$ cat src/rtl/apb_master_arbiter.sv
// apb_master_arbiter: shares one APB completer between two internal requesters.
// Round-robin arbitration, SETUP/ACCESS sequencing, PREADY wait states and a
// programmable PREADY timeout. Every transfer ends with a one-cycle done/err
// pulse to its owner, with read data on rsp_rdata.
module apb_master_arbiter #(
    parameter int DATA_WIDTH     = 32,
    parameter int ADDR_WIDTH     = 32,
    parameter int NBYTES         = DATA_WIDTH / 8,
    parameter int TIMEOUT_CYCLES = 16
) (
    input  logic                  PCLK,
    input  logic                  PRESETn,
    input  logic                  req0,
    input  logic                  wr0,
    input  logic [ADDR_WIDTH-1:0] addr0,
    input  logic [DATA_WIDTH-1:0] wdata0,
    input  logic [NBYTES-1:0]     strb0,
    input  logic                  req1,
    input  logic                  wr1,
    input  logic [ADDR_WIDTH-1:0] addr1,
    input  logic [DATA_WIDTH-1:0] wdata1,
    input  logic [NBYTES-1:0]     strb1,
    output logic                  done0,
    output logic                  err0,
    output logic                  done1,
    output logic                  err1,
    output logic [DATA_WIDTH-1:0] rsp_rdata,
    output logic                  PSELx,
    output logic                  PENABLE,
    output logic [ADDR_WIDTH-1:0] PADDR,
    output logic                  PWRITE,
    output logic [NBYTES-1:0]     PSTRB,
    output logic [DATA_WIDTH-1:0] PWDATA,
    input  logic [DATA_WIDTH-1:0] PRDATA,
    input  logic                  PREADY
);

    // Counter only needs to reach TIMEOUT_CYCLES-1.
    localparam int CW = (TIMEOUT_CYCLES > 1) ? $clog2(TIMEOUT_CYCLES) : 1;

    typedef enum logic [1:0] {
        ST_IDLE   = 2'd0,
        ST_SETUP  = 2'd1,
        ST_ACCESS = 2'd2,
        ST_RESP   = 2'd3
    } state_t;

    state_t          state_r;
    logic            last_grant_r;   // requester granted most recently
    logic            owner_r;        // requester owning the transfer in flight
    logic [CW-1:0]   wait_cnt_r;     // ACCESS cycles spent with PREADY low

    logic                  any_req_s;
    logic                  grant_s;
    logic                  timeout_hit_s;
    logic                  sel_wr_s;
    logic [ADDR_WIDTH-1:0] sel_addr_s;
    logic [DATA_WIDTH-1:0] sel_wdata_s;
    logic [NBYTES-1:0]     sel_strb_s;

    // Winner selection (lone requester, else the one not granted last) and its payload.
    always_comb begin
        any_req_s = req0 | req1;
        grant_s   = 1'b0;
        if (req0 && req1) begin
            grant_s = ~last_grant_r;
        end else if (req1) begin
            grant_s = 1'b1;
        end else begin
            grant_s = 1'b0;
        end
        sel_wr_s    = grant_s ? wr1    : wr0;
        sel_addr_s  = grant_s ? addr1  : addr0;
        sel_wdata_s = grant_s ? wdata1 : wdata0;
        sel_strb_s  = grant_s ? strb1  : strb0;
    end

    // Timeout fires on the last permitted ACCESS cycle; disabled when TIMEOUT_CYCLES is 0.
    always_comb begin
        timeout_hit_s = 1'b0;
        if (TIMEOUT_CYCLES != 0) begin
            timeout_hit_s = (wait_cnt_r == CW'(TIMEOUT_CYCLES - 1));
        end else begin
            timeout_hit_s = 1'b0;
        end
    end

    // Transfer sequencer: arbitration, APB phases and the registered response pulse.
    always_ff @(posedge PCLK or negedge PRESETn) begin
        if (!PRESETn) begin
            state_r      <= ST_IDLE;
            last_grant_r <= 1'b1;
            owner_r      <= 1'b0;
            wait_cnt_r   <= {CW{1'b0}};
            done0        <= 1'b0;
            err0         <= 1'b0;
            done1        <= 1'b0;
            err1         <= 1'b0;
            rsp_rdata    <= {DATA_WIDTH{1'b0}};
            PSELx        <= 1'b0;
            PENABLE      <= 1'b0;
            PADDR        <= {ADDR_WIDTH{1'b0}};
            PWRITE       <= 1'b0;
            PSTRB        <= {NBYTES{1'b0}};
            PWDATA       <= {DATA_WIDTH{1'b0}};
        end else begin
            done0 <= 1'b0;
            err0  <= 1'b0;
            done1 <= 1'b0;
            err1  <= 1'b0;
            case (state_r)
                ST_IDLE: begin
                    if (any_req_s) begin
                        owner_r      <= grant_s;
                        last_grant_r <= grant_s;
                        wait_cnt_r   <= {CW{1'b0}};
                        PADDR        <= sel_addr_s;
                        PWRITE       <= sel_wr_s;
                        PWDATA       <= sel_wdata_s;
                        PSTRB        <= sel_wr_s ? sel_strb_s : {NBYTES{1'b0}};
                        PSELx        <= 1'b1;
                        PENABLE      <= 1'b0;
                        state_r      <= ST_SETUP;
                    end else begin
                        PSELx   <= 1'b0;
                        PENABLE <= 1'b0;
                    end
                end
                ST_SETUP: begin
                    PENABLE <= 1'b1;
                    state_r <= ST_ACCESS;
                end
                ST_ACCESS: begin
                    if (PREADY) begin
                        rsp_rdata <= PWRITE ? {DATA_WIDTH{1'b0}} : PRDATA;
                        PSELx     <= 1'b0;
                        PENABLE   <= 1'b0;
                        done0     <= ~owner_r;
                        done1     <= owner_r;
                        state_r   <= ST_RESP;
                    end else if (timeout_hit_s) begin
                        rsp_rdata <= {DATA_WIDTH{1'b0}};
                        PSELx     <= 1'b0;
                        PENABLE   <= 1'b0;
                        done0     <= ~owner_r;
                        err0      <= ~owner_r;
                        done1     <= owner_r;
                        err1      <= owner_r;
                        state_r   <= ST_RESP;
                    end else begin
                        wait_cnt_r <= wait_cnt_r + CW'(1);
                    end
                end
                ST_RESP: begin
                    // Requests are ignored here; a still-high req is a new transfer in IDLE.
                    rsp_rdata <= {DATA_WIDTH{1'b0}};
                    state_r   <= ST_IDLE;
                end
                default: begin
                    PSELx   <= 1'b0;
                    PENABLE <= 1'b0;
                    state_r <= ST_IDLE;
                end
            endcase
        end
    end

endmodule

$ cat config.mk
export PLATFORM = sky130hd
export DESIGN_NAME = apb_master_arbiter
export DESIGN_NICKNAME = d
export VERILOG_FILES = /design/src/rtl/apb_master_arbiter.sv
export SDC_FILE = /design/constraint.sdc
export NUM_CORES = 1
export LEC_CHECK = 0
export BUFFER_PORTS_ARGS = -buffer_cell sky130_fd_sc_hd__buf_2
export CORE_MARGIN = 10
export CORE_UTILIZATION = 40
export DETAILED_ROUTE_END_ITERATION = 10
export GPL_ROUTABILITY_DRIVEN = 1
export PLACE_DENSITY_LB_ADDON = 0.2
export SYNTH_ARGS = -nofsm -noshare
export SYNTH_HDL_FRONTEND = slang
export SYNTH_SLANG_ARGS = --single-unit
$ cat constraint.sdc
create_clock -name PCLK -period 1.7 [get_ports PCLK]
set_input_delay 0 -clock PCLK [delete_from_list [all_inputs] [get_ports PCLK]]
set_output_delay 0 -clock PCLK [all_outputs]
set_load 0.01 [all_outputs]
[Word-level counts from Yosys, hierarchy flattened]
Index checks and enable logic that the tools add are counted.
Word-level totals
  output and inout bits: 107
  register bits: 115
  input bits: 175
Operators by class
  reduce and logical (&&, ||, !) cells: 11
  bitwise gates (word level): 3
  add/sub/neg operators: 1
  multiplexer cells: 34
  equality and inequality tests: 8
Operators with widths (count)
  two-way mux 32 bit: 5
  one-hot mux 32 bit (2 select lines): 1
  two-way mux 4 bit: 5
  two-way mux 1 bit: 16
  AND reduction 2 bit: 5
  one-hot mux 2 bit (4 select lines): 1
  one-hot mux 4 bit (2 select lines): 1
  two-way mux 2 bit: 3
  inequality test 2 bit, second input constant: 3
  adder 4 x 1 -> 4 bit, second input constant: 1
  equality test 2 bit, second input constant: 2
  equality test 4 bit, second input constant: 1
  AND reduction 4 bit: 1
  nonzero test 2 bit: 2
  inequality test 3 bit, second input constant: 1
  one-hot mux 1 bit (3 select lines): 1
  nonzero test 3 bit: 1
  equality test 2 x 1 -> 1 bit, second input constant: 1
  logical NOT 2 bit: 1
  inverter 1 bit: 2
  one-hot mux 1 bit (2 select lines): 1
  logical AND 1 bit: 1
  bitwise OR 1 bit: 1

[Logic depth before layout (Yosys ltp)]
  depth after elaboration: 4
  gate-level depth with buffers: 8
  mapped depth without buffers: 6

[Least setup slack after synthesis]
No wires, ideal clock.
  path kind: register -> register
  start point: reg state_r[0]
  end point: reg PENABLE
  path slack: -0.035 ns
  required time: 1.572 ns
  data arrival time: 1.607 ns
  clock period less this slack: 1.735 ns
  stages on the path, launching flop included: 9
  cells stage by stage: dfrtp_1 inv_1 ha_1 buf_4 and2b_1 nand2b_4 buf_6 nor2b_1 mux2_1
Between the ends
  cells in the longest elaborated chain, start to end: 3
  elaborated cells on any way between the ends: 7
  those cells by class: eq/ne (3); mux (1); reduce/logical (3)
RTL lines
  start, declared: RTL line 48  | state_t state_r;
  start signal, assigned: RTL line 91  | state_r <= ST_IDLE;
  start signal, assigned: RTL line 123  | state_r <= ST_SETUP;
  start signal, assigned: RTL line 131  | state_r <= ST_ACCESS;
  equality test 2 bit (tied with other cells): RTL line 111  | case (state_r)
  inequality test 3 bit (no source line) / nonzero test 3 bit (equally long branches)
  AND reduction 2 bit (no source line)
  end signal, assigned: RTL line 122  | PENABLE <= 1'b0;
  end signal, assigned: RTL line 126  | PENABLE <= 1'b0;
  end signal, assigned: RTL line 130  | PENABLE <= 1'b1;
  end, declared: RTL line 29  | output logic PENABLE,
Several ways; a longest one is shown, not always the timed one.
A chain may end at the register's enable or synchronous reset.

[Worst setup path in the final report]
  start point: reg wait_cnt_r[0]
  end point: reg PENABLE
Between the ends
  cells in the longest elaborated chain, start to end: 3
RTL lines
  start, declared: RTL line 51  | logic [CW-1:0] wait_cnt_r;
  start signal, assigned: RTL line 94  | wait_cnt_r <= {CW{1'b0}};
  start signal, assigned: RTL line 116  | wait_cnt_r <= {CW{1'b0}};
  start signal, assigned: RTL line 151  | wait_cnt_r <= wait_cnt_r + CW'(1);
  equality test 4 bit: RTL line 82  | timeout_hit_s = (wait_cnt_r == CW'(TIMEOUT_CYCLES - 1));
  inequality test 3 bit (no source line)
  AND reduction 2 bit (no source line)
  end signal, assigned: RTL line 101  | PENABLE <= 1'b0;
  end signal, assigned: RTL line 122
  end signal, assigned: RTL line 126
No other way between the ends.

==> reports/metrics.csv <==
stage,metric,value,unit
die,initial_core_util,40.6,%
worst_hold_path,hold_class,primary input to flip-flop,
logic_synthesis,synth_top_area_share,56.0,%
logic_synthesis,synthDistinctLibCells,39,
timing,worst_pin_slew,0.598,ns
grt,grt_pass1_wl,33000,um
timing,fin_skew,0.00594,ns
finish,finalNetCount,1079,
setup_path,slowest_delay,0.41,ns
detailed_routing,vias_per_cell,5.01,
detailed_routing,drt_iter0_drc,301,
cts,clk_latency,0.41,ns
die,die_x,133,um
timing,rsz0062_at_grt,yes,
grt,grt_use_total,23.5,%
timing,period_needed,1.61,ns
grt,grt_pass1_vias,6132,
outcome,status,completed,
grt,grt_max_degree,116,
logic_synthesis,ys_seq_elements,115,
finish,layout-drive-gt1-share,38.3,%
detailed_routing,drc,0,
cts,cts.reportedPaths.clkPinSlew,0.05,ns
logic_synthesis,syn_nets,625,
setup_path,crit_arrival,1.90,ns
grt,grt_antenna_before_repair,7,
setup_path,crit_chain,ha_2 > and3_4 > nand2b_4 > nor2b_2 > mux2_1,
die,io_pins,282,
logic_synthesis,yosys.area.top_type,dfrtp_1,
die,coreArea,0.0126,sq mm
power_and_ir_drop,p_clk_share,26.3,%
finish,final_common_cell,buf_2,
logic_synthesis,synth_edf_count,0,
logic_synthesis,avgSynthCellArea,11.5,sq um
die,dieArea,0.0177,sq mm
logic_synthesis,yosys-top-cells-area,"dfrtp_1 (56%), mux2i_1 (13%), o21ai_0 (6.7%)",
placement,post-place-ws,0.0467,ns
timing,hold_viol,0,
placement,io_buffers,281,
cts,h-tree-depth,4,
detailed_routing,firstDrtPassIters,5,
timing,setup-violations-final,0,
logic_synthesis,yosys_warnings,0,
timing,hold_slack,0.0156,ns
power_and_ir_drop,power-per-cell-area,1590,mW/mm^2
die,fp.dieH,133,um
power_and_ir_drop,combPwrFrac,40.2,%
setup_path,endpoint_kind,flip-flop,
logic_synthesis,synthFlopType,dfrtp_1,
cts,cts_made_buffers,17,
grt,grt_overflow_total,0,
setup_path,cp.buffers_inverters,0,
finish,area_growth,79.0,%
finish,mostFrequentLayoutCells,"buf_2 (280), dlygate4sd3_1 (171), dfrtp_1 (114)",
detailed_routing,ant_nets,0,
logic_synthesis,synth_area,0.00510,sq mm
timing,timing.final.crit_share,94.6,%
detailed_routing,wirelength,21200,um
setup_path,cp_slowest_cell,dfrtp_1,
power_and_ir_drop,swShare,36.4,%
power_and_ir_drop,internal-power,9210,uW
logic_synthesis,synth_seq_area_share,56.5,%
logic_synthesis,synth-async-reset-ratio,100,%
placement,hpwlAfterDp,12500,um
cts,cts-root-buf,clkbuf_16,
run,max-cap-violations,0,
timing,finalSetupTns,0,ns
timing,max-slew-margin-rel,60.1,%
detailed_routing,via_count,5463,
setup_path,start_kind,flip-flop,
power_and_ir_drop,vdd_drop_max,951,uV
setup_path,critPathTopFamily,simple AND/OR/NAND/NOR gates,
detailed_routing,routedWlPerCell,19.4,um
cts,cts_tree,done,
cts,clockBufferDepth,2,
power_and_ir_drop,seqPwrFrac,33.4,%
timing,slew_viol_final,0,
logic_synthesis,synthCells,444,
setup_path,path_class,flip-flop to flip-flop,
placement,gp_congestion,0.833,
finish,nFillCells,817,
power_and_ir_drop,switching_power,5280,uW
setup_path,path_max_fanout,11,
timing,max_freq,622,MHz
cts,cts_sinks,115,
setup_path,critical_path_required,1.99,ns
power_and_ir_drop,power.leakage,0.00472,uW
die,rows,41,
cts,postCtsSetupRepairBufs,0,
timing,setup_ws,0.0915,ns
==> sequential cells by signal, indices dropped and copies added (netlist names), 2 cells and up <==
signal and flops:
PSTRB 4, PADDR 32, PWDATA 32, state_r 2, wait_cnt_r 4, rsp_rdata 32
==> path summary, 6_finish.rpt <==
kind / start / endpoint / slack [ns] / cells after the start
setup / recovery: wait_cnt_r[0] / PENABLE / 0.09 / 5
hold / removal: wr1 / PWRITE / 0.02 / 4
setup reg to reg: wait_cnt_r[0] / PENABLE / 0.09 / 5
hold reg to reg: PADDR[9] / PADDR[9] / 0.47 / 2
max in group asynchronous: PRESETn / PWDATA[8] / 1.04 / 3
min in group asynchronous: PRESETn / rsp_rdata[10] / 0.22 / 3
==> area by class of cell <==
type                       instances  area (sq um)  area share [%]
sequential                       115          2880            31.6
clock buffer                      21           480            5.27
clock inverter                    11           155            1.70
antenna                            8          20.0           0.219
multi-input combinational        294          2050            22.4
inverter                           4          15.0           0.165
timing repair buffer             466          3310            36.3
tap                              172           215            2.36
==> Yosys cell counts (all sizes together) (2+ instances only) <==
cell type  count
dfrtp        114
nand2         74
o21ai         74
mux2i         68
a22o          33
buf           23
clkbuf         8
ha             6
a21oi          5
and3           5
nor2           5
inv            4
nor3           3
nand2b         2
nor2b          2
o21a           2
==> cells by family (layout without fill, tap and decap cells) <==
logic type	Yosys count	count (layout)	synth area share (%)
buf+inv	35	502	4.37
other cells	0	8	0
mux	69	69	13.6
compound gates	122	122	15.6
flops	115	115	56.5
simple gates	97	97	8.56
fa+ha+maj	6	6	1.47
==> per-stage QoR <==
step	utilization, %	instances	power [uW]	cell area [sq um]
final	72.6	1091	14500	9130
after global routing	72.6	1091	15400	9130
after CTS	72.3	1083	14300	9090
after detailed placement	53.6	880	10200	6740
after global placement	53.6	880	10000	6740
after floorplan	-	444	7720	5110
==> layer usage <==
metal	track usage [%]	up-vias	part of all wire, %
met5	0	-	0
met4	12.3	0	4.1
met3	10.6	68	11
met2	38.1	345	48
met1	25.2	2560	37
li1	-	2490	-
==> worst min-delay path: stages <==
cell	delay (ns)
buf_2	0.07
a32o_2	0.14
nand2_4	0.10
nand2_1	0.07
==> power by group through the flow <==
stage / logic (uW) / clock network, uW / registers, uW
floorplan: 2420 / 0 / 5300
global placement: 5280 / 0 / 4750
detailed placement: 5410 / 0 / 4780
CTS: 5720 / 3860 / 4760
global route: 6400 / 3990 / 4980
finish: 5830 / 3810 / 4850
==> timing repair <==
action | in CTS | in global routing
resized for setup | 0 | 5
setup endpoints to repair | 0 | 37
hold endpoints to repair | 215 | 0
hold buffers | 171 | 0
Power figures use the tool's default switching activity.
